==> config.mk <==
export PLATFORM = sky130hd
export DESIGN_NAME = serial_adder
export DESIGN_NICKNAME = d
export VERILOG_FILES = /design/src/rtl/serial_adder.sv
export SDC_FILE = /design/constraint.sdc
export NUM_CORES = 1
export LEC_CHECK = 0
export ABC_AREA = 1
export ABC_CLOCK_PERIOD_IN_PS = 1250
export BUFFER_PORTS_ARGS = -buffer_cell sky130_fd_sc_hd__buf_2
export CAP_MARGIN = 40
export CORE_UTILIZATION = 50
export DETAILED_ROUTE_END_ITERATION = 12
export PLACE_DENSITY = 0.75
export SLEW_MARGIN = 20
export SYNTH_ARGS = -nofsm -noshare
export SYNTH_HDL_FRONTEND = slang
export SYNTH_SLANG_ARGS = --single-unit
==> constraint.sdc <==
create_clock -name clk -period 1.25 [get_ports clk]
set_input_delay 0.125 -clock clk [delete_from_list [all_inputs] [get_ports clk]]
set_output_delay 0.125 -clock clk [all_outputs]
set_load 0.03 [all_outputs]
==> src/rtl/serial_adder.sv <==
// Bit-serial adder: one full-adder slice (two half adders plus OR) consumes one
// operand bit pair per clock and assembles a WIDTH-bit sum LSB first.
module serial_adder #(
  parameter int WIDTH = 8
) (
  input  logic             clk,
  input  logic             rst_n,
  input  logic             start,
  input  logic [WIDTH-1:0] a,
  input  logic [WIDTH-1:0] b,
  input  logic             cin,
  output logic             busy,
  output logic             done,
  output logic [WIDTH-1:0] sum,
  output logic             cout
);

  localparam int CNT_W = $clog2(WIDTH);
  localparam logic [CNT_W-1:0] LAST = CNT_W'(WIDTH - 1);

  typedef enum logic [1:0] {IDLE, RUN, DONE} state_t;

  state_t           state;
  logic [WIDTH-1:0] a_sh;
  logic [WIDTH-1:0] b_sh;
  logic [WIDTH-1:0] sum_sh;
  logic             carry;
  logic [CNT_W-1:0] cnt;

  logic [1:0]       ha_lo;
  logic [1:0]       ha_hi;
  logic             s_bit;
  logic             c_bit;

  // Returns {carry, sum} of a single-bit half addition.
  function automatic logic [1:0] half_add(input logic x, input logic y);
    return {x & y, x ^ y};
  endfunction

  always_comb begin
    ha_lo = half_add(a_sh[0], b_sh[0]);
    ha_hi = half_add(ha_lo[0], carry);
    s_bit = ha_hi[0];
    c_bit = ha_lo[1] | ha_hi[1];
  end

  always_ff @(posedge clk or negedge rst_n) begin
    if (!rst_n) begin
      state  <= IDLE;
      busy   <= 1'b0;
      done   <= 1'b0;
      sum    <= '0;
      cout   <= 1'b0;
      a_sh   <= '0;
      b_sh   <= '0;
      sum_sh <= '0;
      carry  <= 1'b0;
      cnt    <= '0;
    end else begin
      case (state)
        IDLE, DONE: begin
          done <= 1'b0;
          if (start) begin
            a_sh  <= a;
            b_sh  <= b;
            carry <= cin;
            cnt   <= '0;
            busy  <= 1'b1;
            state <= RUN;
          end else begin
            busy  <= 1'b0;
            state <= IDLE;
          end
        end
        RUN: begin
          sum_sh <= {s_bit, sum_sh[WIDTH-1:1]};
          a_sh   <= {1'b0, a_sh[WIDTH-1:1]};
          b_sh   <= {1'b0, b_sh[WIDTH-1:1]};
          carry  <= c_bit;
          // Counter stops at LAST so it never wraps while RUN is active.
          if (cnt == LAST) begin
            sum   <= {s_bit, sum_sh[WIDTH-1:1]};
            cout  <= c_bit;
            busy  <= 1'b0;
            done  <= 1'b1;
            state <= DONE;
          end else begin
            cnt <= cnt + 1'b1;
          end
        end
        default: begin
          busy  <= 1'b0;
          done  <= 1'b0;
          state <= IDLE;
        end
      endcase
    end
  end

endmodule

# After elaboration in Yosys (flattened, before gate mapping)
# Cells that the tools add are included.
# word_totals
output_inout_bits,11
wordCells,45
ff_bits,41
# classes
reduce_logical,6
n_bitwise,5
addsub,1
eq_ne,6
muxes,17
# ops
cell,n
$pmux W8 S2,2
$mux W8,2
$mux W1,6
$mux W3,2
$ne A2 B2 Y1 const B,3
$pmux W3 S2,1
$pmux W1 S2,2
$pmux W2 S2,1
$reduce_and A2 Y1,2
$add A3 B1 Y3 const B,1
$eq A3 B3 Y1 const B,1
$reduce_and A3 Y1,1
$and A1 B1 Y1,2
$eq A2 B1 Y1 const B,1
$eq A2 B2 Y1 const B,1
$logic_not A2 Y1,1
$mux W2,1
$reduce_bool A2 Y1,1
$reduce_or A2 Y1,1
$xor A1 B1 Y1,2
$or A1 B1 Y1,1

# Depth between registers and ports, before layout
# Gate-level depths: netlist of the first run.
# logic_depth
ltp_word,4
mapped_depth,8
depth_no_buf,7

# Worst setup path after synthesis of the first run
# Ideal clock, no wire load.
# synth_timing
kind,flip-flop to flip-flop
start,register busy (netlist name)
end,register sum[6]
required_ps,1132
t_arrival_ps,1192
stages_incl_launch_ff,8
period_less_slack_ps,1309
setup_slack_ps,-59
path_buffers,2
setup_time_ps,118
path_cell_list,dfrtp_1 > buf_6 > inv_6 > nor2_4 > nand2_4 > buf_6 > nand2_2 > o21ai_2
# synth_rtl
element,line_no,source
end signal: assignment,82,"sum <= {s_bit, sum_sh[WIDTH-1:1]};"
end: declaration,14,"output logic [WIDTH-1:0] sum,"

# Final worst setup path of the first run
# layout_timing
start,register carry
end,register sum_sh[7]
# layout_between
elab_chain_cells,1
# layout_lines
element,line_no,source
start: declaration,27,logic carry;
start signal: assignment,66,carry <= cin;
start signal: assignment,79,carry <= c_bit;
$xor A1 B1 Y1,37,"return {x & y, x ^ y};"
net s_bit,32,logic s_bit;
end signal: assignment,76,"sum_sh <= {s_bit, sum_sh[WIDTH-1:1]};"
end: declaration,26,logic [WIDTH-1:0] sum_sh;
# The timed path passes the listed nets, and every way through them passes these cells.
# A chain may end at the register's enable or synchronous reset.

==> flow_summary.json, run 1 <==
{
  "final_cells": 321,
  "tightestPinTransition_ps": 342,
  "crit_type": "flip-flop to flip-flop",
  "synth_sequential_area_ratio_pct": 50.6,
  "leakage_uw": 0.00133,
  "cts.sink_count": 39,
  "path_max_fanout": 2,
  "drive_gt1_share_pct": 29.3,
  "maximum_clock_skew_at_final_layout_ps": 3.14,
  "avgViaCountPerCell": 4.70,
  "netlist.top_cell.by_area": "sky130_fd_sc_hd__dfrtp_1",
  "timing_limited_maximum_frequency_mhz": 830,
  "clock_pin_slew_on_the_worst_setup_and_hold_paths_ps": 80,
  "port_buffers": 30,
  "n_antenna_cell": 0,
  "starting_density_pct": 52.3,
  "total_detailed_routing_wirelength_um": 3740,
  "critPathLaunchType": "flip-flop",
  "dp_hpwl_um": 2550,
  "detailedRoute.firstIterationViolations": 96,
  "cell_chain_of_the_critical_path": "fa_2, inv_2, o21ai_1",
  "r2r-start": "carry",
  "fin_crit_ps": 1200,
  "placedInstanceArea_mm2": 0.00221,
  "boundaryPins": 31,
  "synth_enable_flop_cells": 0,
  "post_detailed_route_drc_marker_count": 0,
  "finalHoldViolations": 0,
  "ys_top_cells_by_area": "sky130_fd_sc_hd__dfrtp_1, sky130_fd_sc_hd__nand2_1, sky130_fd_sc_hd__nand3_1, sky130_fd_sc_hd__inv_1, sky130_fd_sc_hd__o21ai_2",
  "share_comb_of_total_power_pct": 48.5,
  "max_stage_delay_ps": 590,
  "cts_inserted_buffers": 5,
  "grt_antenna_before_repair": 0,
  "wl_per_cell_um": 11.6,
  "grt_pass1_wl_um": 6430,
  "layout_worst_path_cycle_share_pct": 96.4,
  "detailedRoute.firstPassIterationCount": 4,
  "postSynthNetCount": 252,
  "run_status": "complete, no violations",
  "internal_power_component_uw": 3330,
  "globalplace.congestion": 0.798,
  "drtAntennaViolNets": 0,
  "synth_cells": 229,
  "yosysWarningCount": 0,
  "crit_path_top_delay_cell": "sky130_fd_sc_hd__fa_2",
  "worst_slew_margin_rel_pct": 77.2,
  "cts_buffer_depth": 2,
  "critical_path_arrival_ps": 1430,
  "power_per_cell_area_mw_per_mm2": 2440,
  "cts-htree-levels": 2,
  "timing.final.max_slew_violations": 0,
  "syn2layout_area_growth_pct": 24.3,
  "grt_max_degree": 19,
  "syn-mean-instance-area_um2": 8.42,
  "yosysMostFrequentCell": "sky130_fd_sc_hd__nand2_1",
  "hp-start": "b[7]",
  "ys.flop_type": "sky130_fd_sc_hd__dfrtp_1",
  "async_reset_ff_share_pct": 100,
  "floorplan.die_area_mm2": 0.00411,
  "via_count": 1509,
  "first_global_vias": 1395,
  "postLayoutCellArea_mm2": 0.00240,
  "core-area_mm2": 0.00369,
  "die_h_um": 64.1,
  "nets": 295,
  "placement_rows": 22,
  "die_w_um": 64.1,
  "crit_required_ps": 1480,
  "postLayoutCoreUtil_pct": 65.0,
  "maxCapViolCount": 0,
  "gr-usage-all-layers_pct": 21.1,
  "clock_power_share_pct": 14.5,
  "post_synth_most_frequent_cells": "sky130_fd_sc_hd__nand2_1, sky130_fd_sc_hd__inv_1, sky130_fd_sc_hd__dfrtp_1, sky130_fd_sc_hd__nand3_1, sky130_fd_sc_hd__o21ai_0",
  "total_switching_power_uw": 2520,
  "netlist.area_leader.share_pct": 50.6,
  "gr-total-overflow": 0,
  "count_of_endpoints_failing_setup_in_the_final_report": 0,
  "synth.cell_area_mm2": 0.00193,
  "tritoncts_clock_tree": "yes",
  "hp-class": "input pin to flip-flop",
  "dp.cells": 310,
  "master_cell_of_the_clock_root_buffer": "sky130_fd_sc_hd__clkbuf_8",
  "maximum_ir_drop_on_the_vdd_rail_mv": 1.48,
  "synth_cell_type_count": 19,
  "worst_setup_path_startpoint": "carry",
  "power.sequential.fraction_pct": 37.0,
  "power.switching_fraction_pct": 43.1,
  "worst_setup_path_end_kind": "flip-flop",
  "ys_ff_latch": 39,
  "clock_latency_ps": 290
}
==> metrics by stage <==
step                      setup WS [ps]  setup TNS (ps)  total power, uW  hold WS [ps]
after floorplan                    2.58               0             4150          -171
after global placement            -1.90           -1.90             4750          52.7
after detailed placement          -66.9            -202             4860          47.1
after CTS                          9.09               0             5750          40.6
after global routing              -12.2           -28.2             6400          45.4
final                              45.0               0             5850          59.9
==> cells by family (layout without fill, tap and decap cells) <==
group / after synthesis / count (layout) / share of synthesized area [%]
buffers and inverters: 54 / 98 / 12.8
and+or+nand+nor: 116 / 116 / 28.2
DFF: 39 / 39 / 50.6
AOI/OAI and AO/OA: 17 / 17 / 5.97
adders and majority gates: 3 / 3 / 2.34
==> worst max-delay path: cells and delay by family (launching register included) <==
| family | cells | cell delay (ps) |
|---|---|---|
| buffers and inverters | 1 | 40 |
| AO/OA/AOI/OAI | 1 | 100 |
| flip-flops | 1 | 410 |
| adder cells (fa/ha/maj) | 1 | 590 |
==> power by group through the flow <==
stage / clock network [uW] / logic [uW] / registers, uW
after floorplan: 0 / 1780 / 2370
after global placement: 0 / 2600 / 2150
after detailed placement: 0 / 2690 / 2170
after CTS: 867 / 2730 / 2160
after global routing: 941 / 3230 / 2230
final: 845 / 2840 / 2170
==> cells in the final DEF (no fill, tap or decap), drive strengths merged <==
cell / synthesis / routed
nand2: 76 / 76
buf: 9 / 43
fa: 1 / 1
nand3: 34 / 34
dlygate4sd3: 0 / 1
clkinvlp: 0 / 2
inv: 45 / 45
o21ai: 17 / 17
ha: 2 / 2
dfrtp: 39 / 39
clkinv: 0 / 1
nor2: 6 / 6
clkbuf: 0 / 6
==> worst paths after layout <==
kind                             end  slack (ps)  depth (start not counted)
max in group asynchronous    a_sh[1]         570                          3
min                          b_sh[7]          60                          3
max                        sum_sh[7]          50                          3
min in group asynchronous     sum[2]         260                          2
min reg2reg                  b_sh[1]         480                          2
max reg2reg                sum_sh[7]          50                          3
==> layout make-up <==
class,count,area (um2)
clock inverters,3,20.0
repair buffers,45,337
fillers,347,1290
well taps,48,60.1
inverters,45,176
multi-input cells,136,758
clock buffers,5,68.8
flip-flops and latches,39,977
==> layer usage <==
layer | GRT usage, % | up-vias | share of wire, %
met1 | 27.8 | 699 | 47
li1 | - | 779 | -
met5 | 0 | - | 0
met2 | 33.0 | 24 | 47
met4 | 9.17 | 0 | 1.9
met3 | 5.36 | 7 | 4.2
==> state kept, by name, summed over array words and instances, names as in the netlist <==
name,cells
sum,8
a_sh,8
carry,1
busy,1
cout,1
done,1
b_sh,8
cnt,3
sum_sh,7
state,1
==> what timing repair did <==
| action | in CTS | in global routing |
|---|---|---|
| endpoints found under the hold margin | 11 | 0 |
| setup buffers | 0 | 1 |
| pin swaps | 1 | 6 |
| resized for setup | 4 | 12 |
| cloned | 0 | 1 |
| hold buffers | 1 | 0 |
| endpoints found under the setup margin | 10 | 12 |
Note: power is estimated with default switching activity, not from simulation.
==> inputs of run 2 (changes only) <==
ABC_CLOCK_PERIOD_IN_PS = not set   (was 1250)
BUFFER_PORTS_ARGS = -buffer_cell sky130_fd_sc_hd__buf_4   (was -buffer_cell sky130_fd_sc_hd__buf_2)
CAP_MARGIN = 5   (was 40)
==> run 2 against run 1 <==
  * Global-route usage down 1.7 points
  * Hold slack better by 6.2 ps
  * Critical path depth rose by 2
  * Die area stayed put
  * Sequential share of layout area down 0.11 points
  * Count of clock-buffer cells in the layout grew 1
  * Clock power grew 0.6%
  * Final area grew 0.26%
  * Via count is 0.40% lower
  * Largest cell class unchanged
  * Largest power group unchanged
==> flow_summary.json, run 2 (synthesized netlist as in run 1, its figures left out) <==
{
  "leakage_uw": 0.00133,
  "timing.final.max_slew_violations": 0,
  "timing_limited_maximum_frequency_mhz": 822,
  "maxCapViolCount": 0,
  "globalplace.congestion": 0.765,
  "hp-class": "input pin to flip-flop",
  "grt_pass1_wl_um": 6040,
  "placement_rows": 22,
  "biggest_regs": "a_sh (8), b_sh (8), sum (8)",
  "rsz0062_at_grt": "true",
  "count_of_endpoints_failing_setup_in_the_final_report": 0,
  "maximum_clock_skew_at_final_layout_ps": 8.02,
  "master_cell_of_the_clock_root_buffer": "sky130_fd_sc_hd__clkbuf_8",
  "die_h_um": 64.1,
  "core-area_mm2": 0.00369,
  "gr-total-overflow": 0,
  "post_cts.repair.setup_buffers": 0,
  "drtAntennaViolNets": 0,
  "fin_worst_hold_slack_ps": 66.0,
  "max_stage_delay_ps": 390,
  "grt_antenna_before_repair": 0,
  "power_per_cell_area_mw_per_mm2": 2420,
  "finalHoldViolations": 0,
  "hp-start": "b[7]",
  "detailedRoute.firstPassIterationCount": 4,
  "die_w_um": 64.1,
  "crit_type": "flip-flop to flip-flop",
  "cts_inserted_buffers": 5,
  "detailedRoute.firstIterationViolations": 74,
  "slack_of_the_worst_reg_to_reg_path_ps": 30,
  "clock_latency_ps": 290,
  "final_cells": 316,
  "fin_crit_ps": 1220,
  "run_status": "complete, no violations",
  "grt_max_degree": 40,
  "layout.cells.most_common_list": "sky130_fd_sc_hd__nand2_1, sky130_fd_sc_hd__inv_1, sky130_fd_sc_hd__dfrtp_1",
  "postLayoutCoreUtil_pct": 65.2,
  "path_delay_family": "flip-flops",
  "gr-usage-all-layers_pct": 19.4,
  "boundaryPins": 31,
  "clock_pin_slew_on_the_worst_setup_and_hold_paths_ps": 80,
  "critPathLaunchType": "flip-flop",
  "critical_path_arrival_ps": 1400,
  "starting_density_pct": 52.3,
  "dp_hpwl_um": 2410,
  "cts_buffer_depth": 2,
  "avgViaCountPerCell": 4.76,
  "dp.cells": 307,
  "holdPathStages": 3,
  "cell_chain_of_the_critical_path": "ha_2, ha_4, nand2_4, clkbuf_16, o21ai_2",
  "crit_path_top_delay_cell": "sky130_fd_sc_hd__dfrtp_1",
  "drive_gt1_share_pct": 26.9,
  "worst_slew_margin_rel_pct": 67.1,
  "layout_worst_path_cycle_share_pct": 97.3,
  "port_buffers": 30,
  "worst_setup_path_end_kind": "flip-flop",
  "maximum_ir_drop_on_the_vdd_rail_mv": 1.38,
  "syn2layout_area_growth_pct": 24.7,
  "path_max_fanout": 5,
  "tritoncts_clock_tree": "yes",
  "layout_commonest_cell": "sky130_fd_sc_hd__nand2_1",
  "reg2regPathDepth": 5,
  "total_detailed_routing_wirelength_um": 3500,
  "first_global_vias": 1366,
  "reg2reg_to": "sum[5]",
  "n_antenna_cell": 0,
  "post_detailed_route_drc_marker_count": 0,
  "worst-path-buf-inv": 1,
  "tightestPinTransition_ps": 493,
  "r2r-start": "cnt[1]",
  "hold-path-endpoint": "b_sh[7]",
  "cts.sink_count": 39,
  "via_count": 1503,
  "wl_per_cell_um": 11.1,
  "nets": 291,
  "crit_required_ps": 1430,
  "filler_cell_count": 344,
  "cts-htree-levels": 2,
  "floorplan.die_area_mm2": 0.00411
}
## run 2: cell count changes in the layout (fill, tap and decap cells not counted), sizes merged
cell,before,now
buf,43,39
clkbuf,6,7
clkinvlp,2,0
## run 2: through the flow
stage	cell area [um2]	TNS, ps	setup slack (ps)	total power [uW]
2_1_floorplan	1930	0	2.58	4150
3_3_place_gp	2250	-49.1	-27.2	4820
3_5_place_dp	2250	-188	-76.7	4900
4_1_cts	2370	0	3.66	5810
5_1_grt	2400	-33.7	-11.2	6360
6_report	2400	0	34.2	5820
## run 2: worst max-delay path by stage
stage               cells past startpoint  startpoint      end  slack (ps)
floorplan                               6      cnt[0]   sum[0]           3
global placement                        7      cnt[0]   cnt[1]         -30
detailed placement                      7      cnt[0]   cnt[2]         -80
CTS                                     7      cnt[0]   cnt[2]           4
global route                            6        busy  b_sh[1]         -10
finish                                  5      cnt[1]   sum[5]          30
## run 2: layer usage
| metal | share of wire, % | vias to the layer above | GRT usage [%] | wire, um |
|---|---|---|---|---|
| li1 | - | 772 | - | - |
| met1 | 49 | 698 | 26.7 | 1720 |
| met2 | 45 | 26 | 29.8 | 1590 |
| met3 | 3.5 | 7 | 3.75 | 122 |
| met4 | 1.9 | 0 | 8.33 | 65 |
| met5 | 0 | - | 0 | 0 |
## run 2: where the power goes
group | switching (uW) | total, uW | internal [uW]
clock network | 418 | 850 | 433
registers | 354 | 2180 | 1830
logic | 1640 | 2790 | 1150
## run 2: tightest hold or removal path, stage by stage
cell	delay (ps)
sky130_fd_sc_hd__buf_4	80
sky130_fd_sc_hd__nand2_1	40
sky130_fd_sc_hd__o21ai_0	70
## run 2: final cells by class
| cell class | instances | area [um2] | share of cell area (%) |
|---|---|---|---|
| Timing Repair Buffer | 41 | 365 | 15.2 |
| Tap cell | 48 | 60.1 | 2.50 |
| Sequential cell | 39 | 977 | 40.7 |
| Inverter | 45 | 176 | 7.34 |
| Multi-Input combinational cell | 136 | 737 | 30.7 |
| Clock inverter | 1 | 5.00 | 0.208 |
| Clock buffer | 6 | 82.6 | 3.44 |
## run 2: what timing repair did
item                       CTS  global route
pin swaps                    1             2
setup endpoints to repair   14            11
cloned                       0             1
hold buffers                 1             0
resized for setup            4             6
hold endpoints to repair    39             0
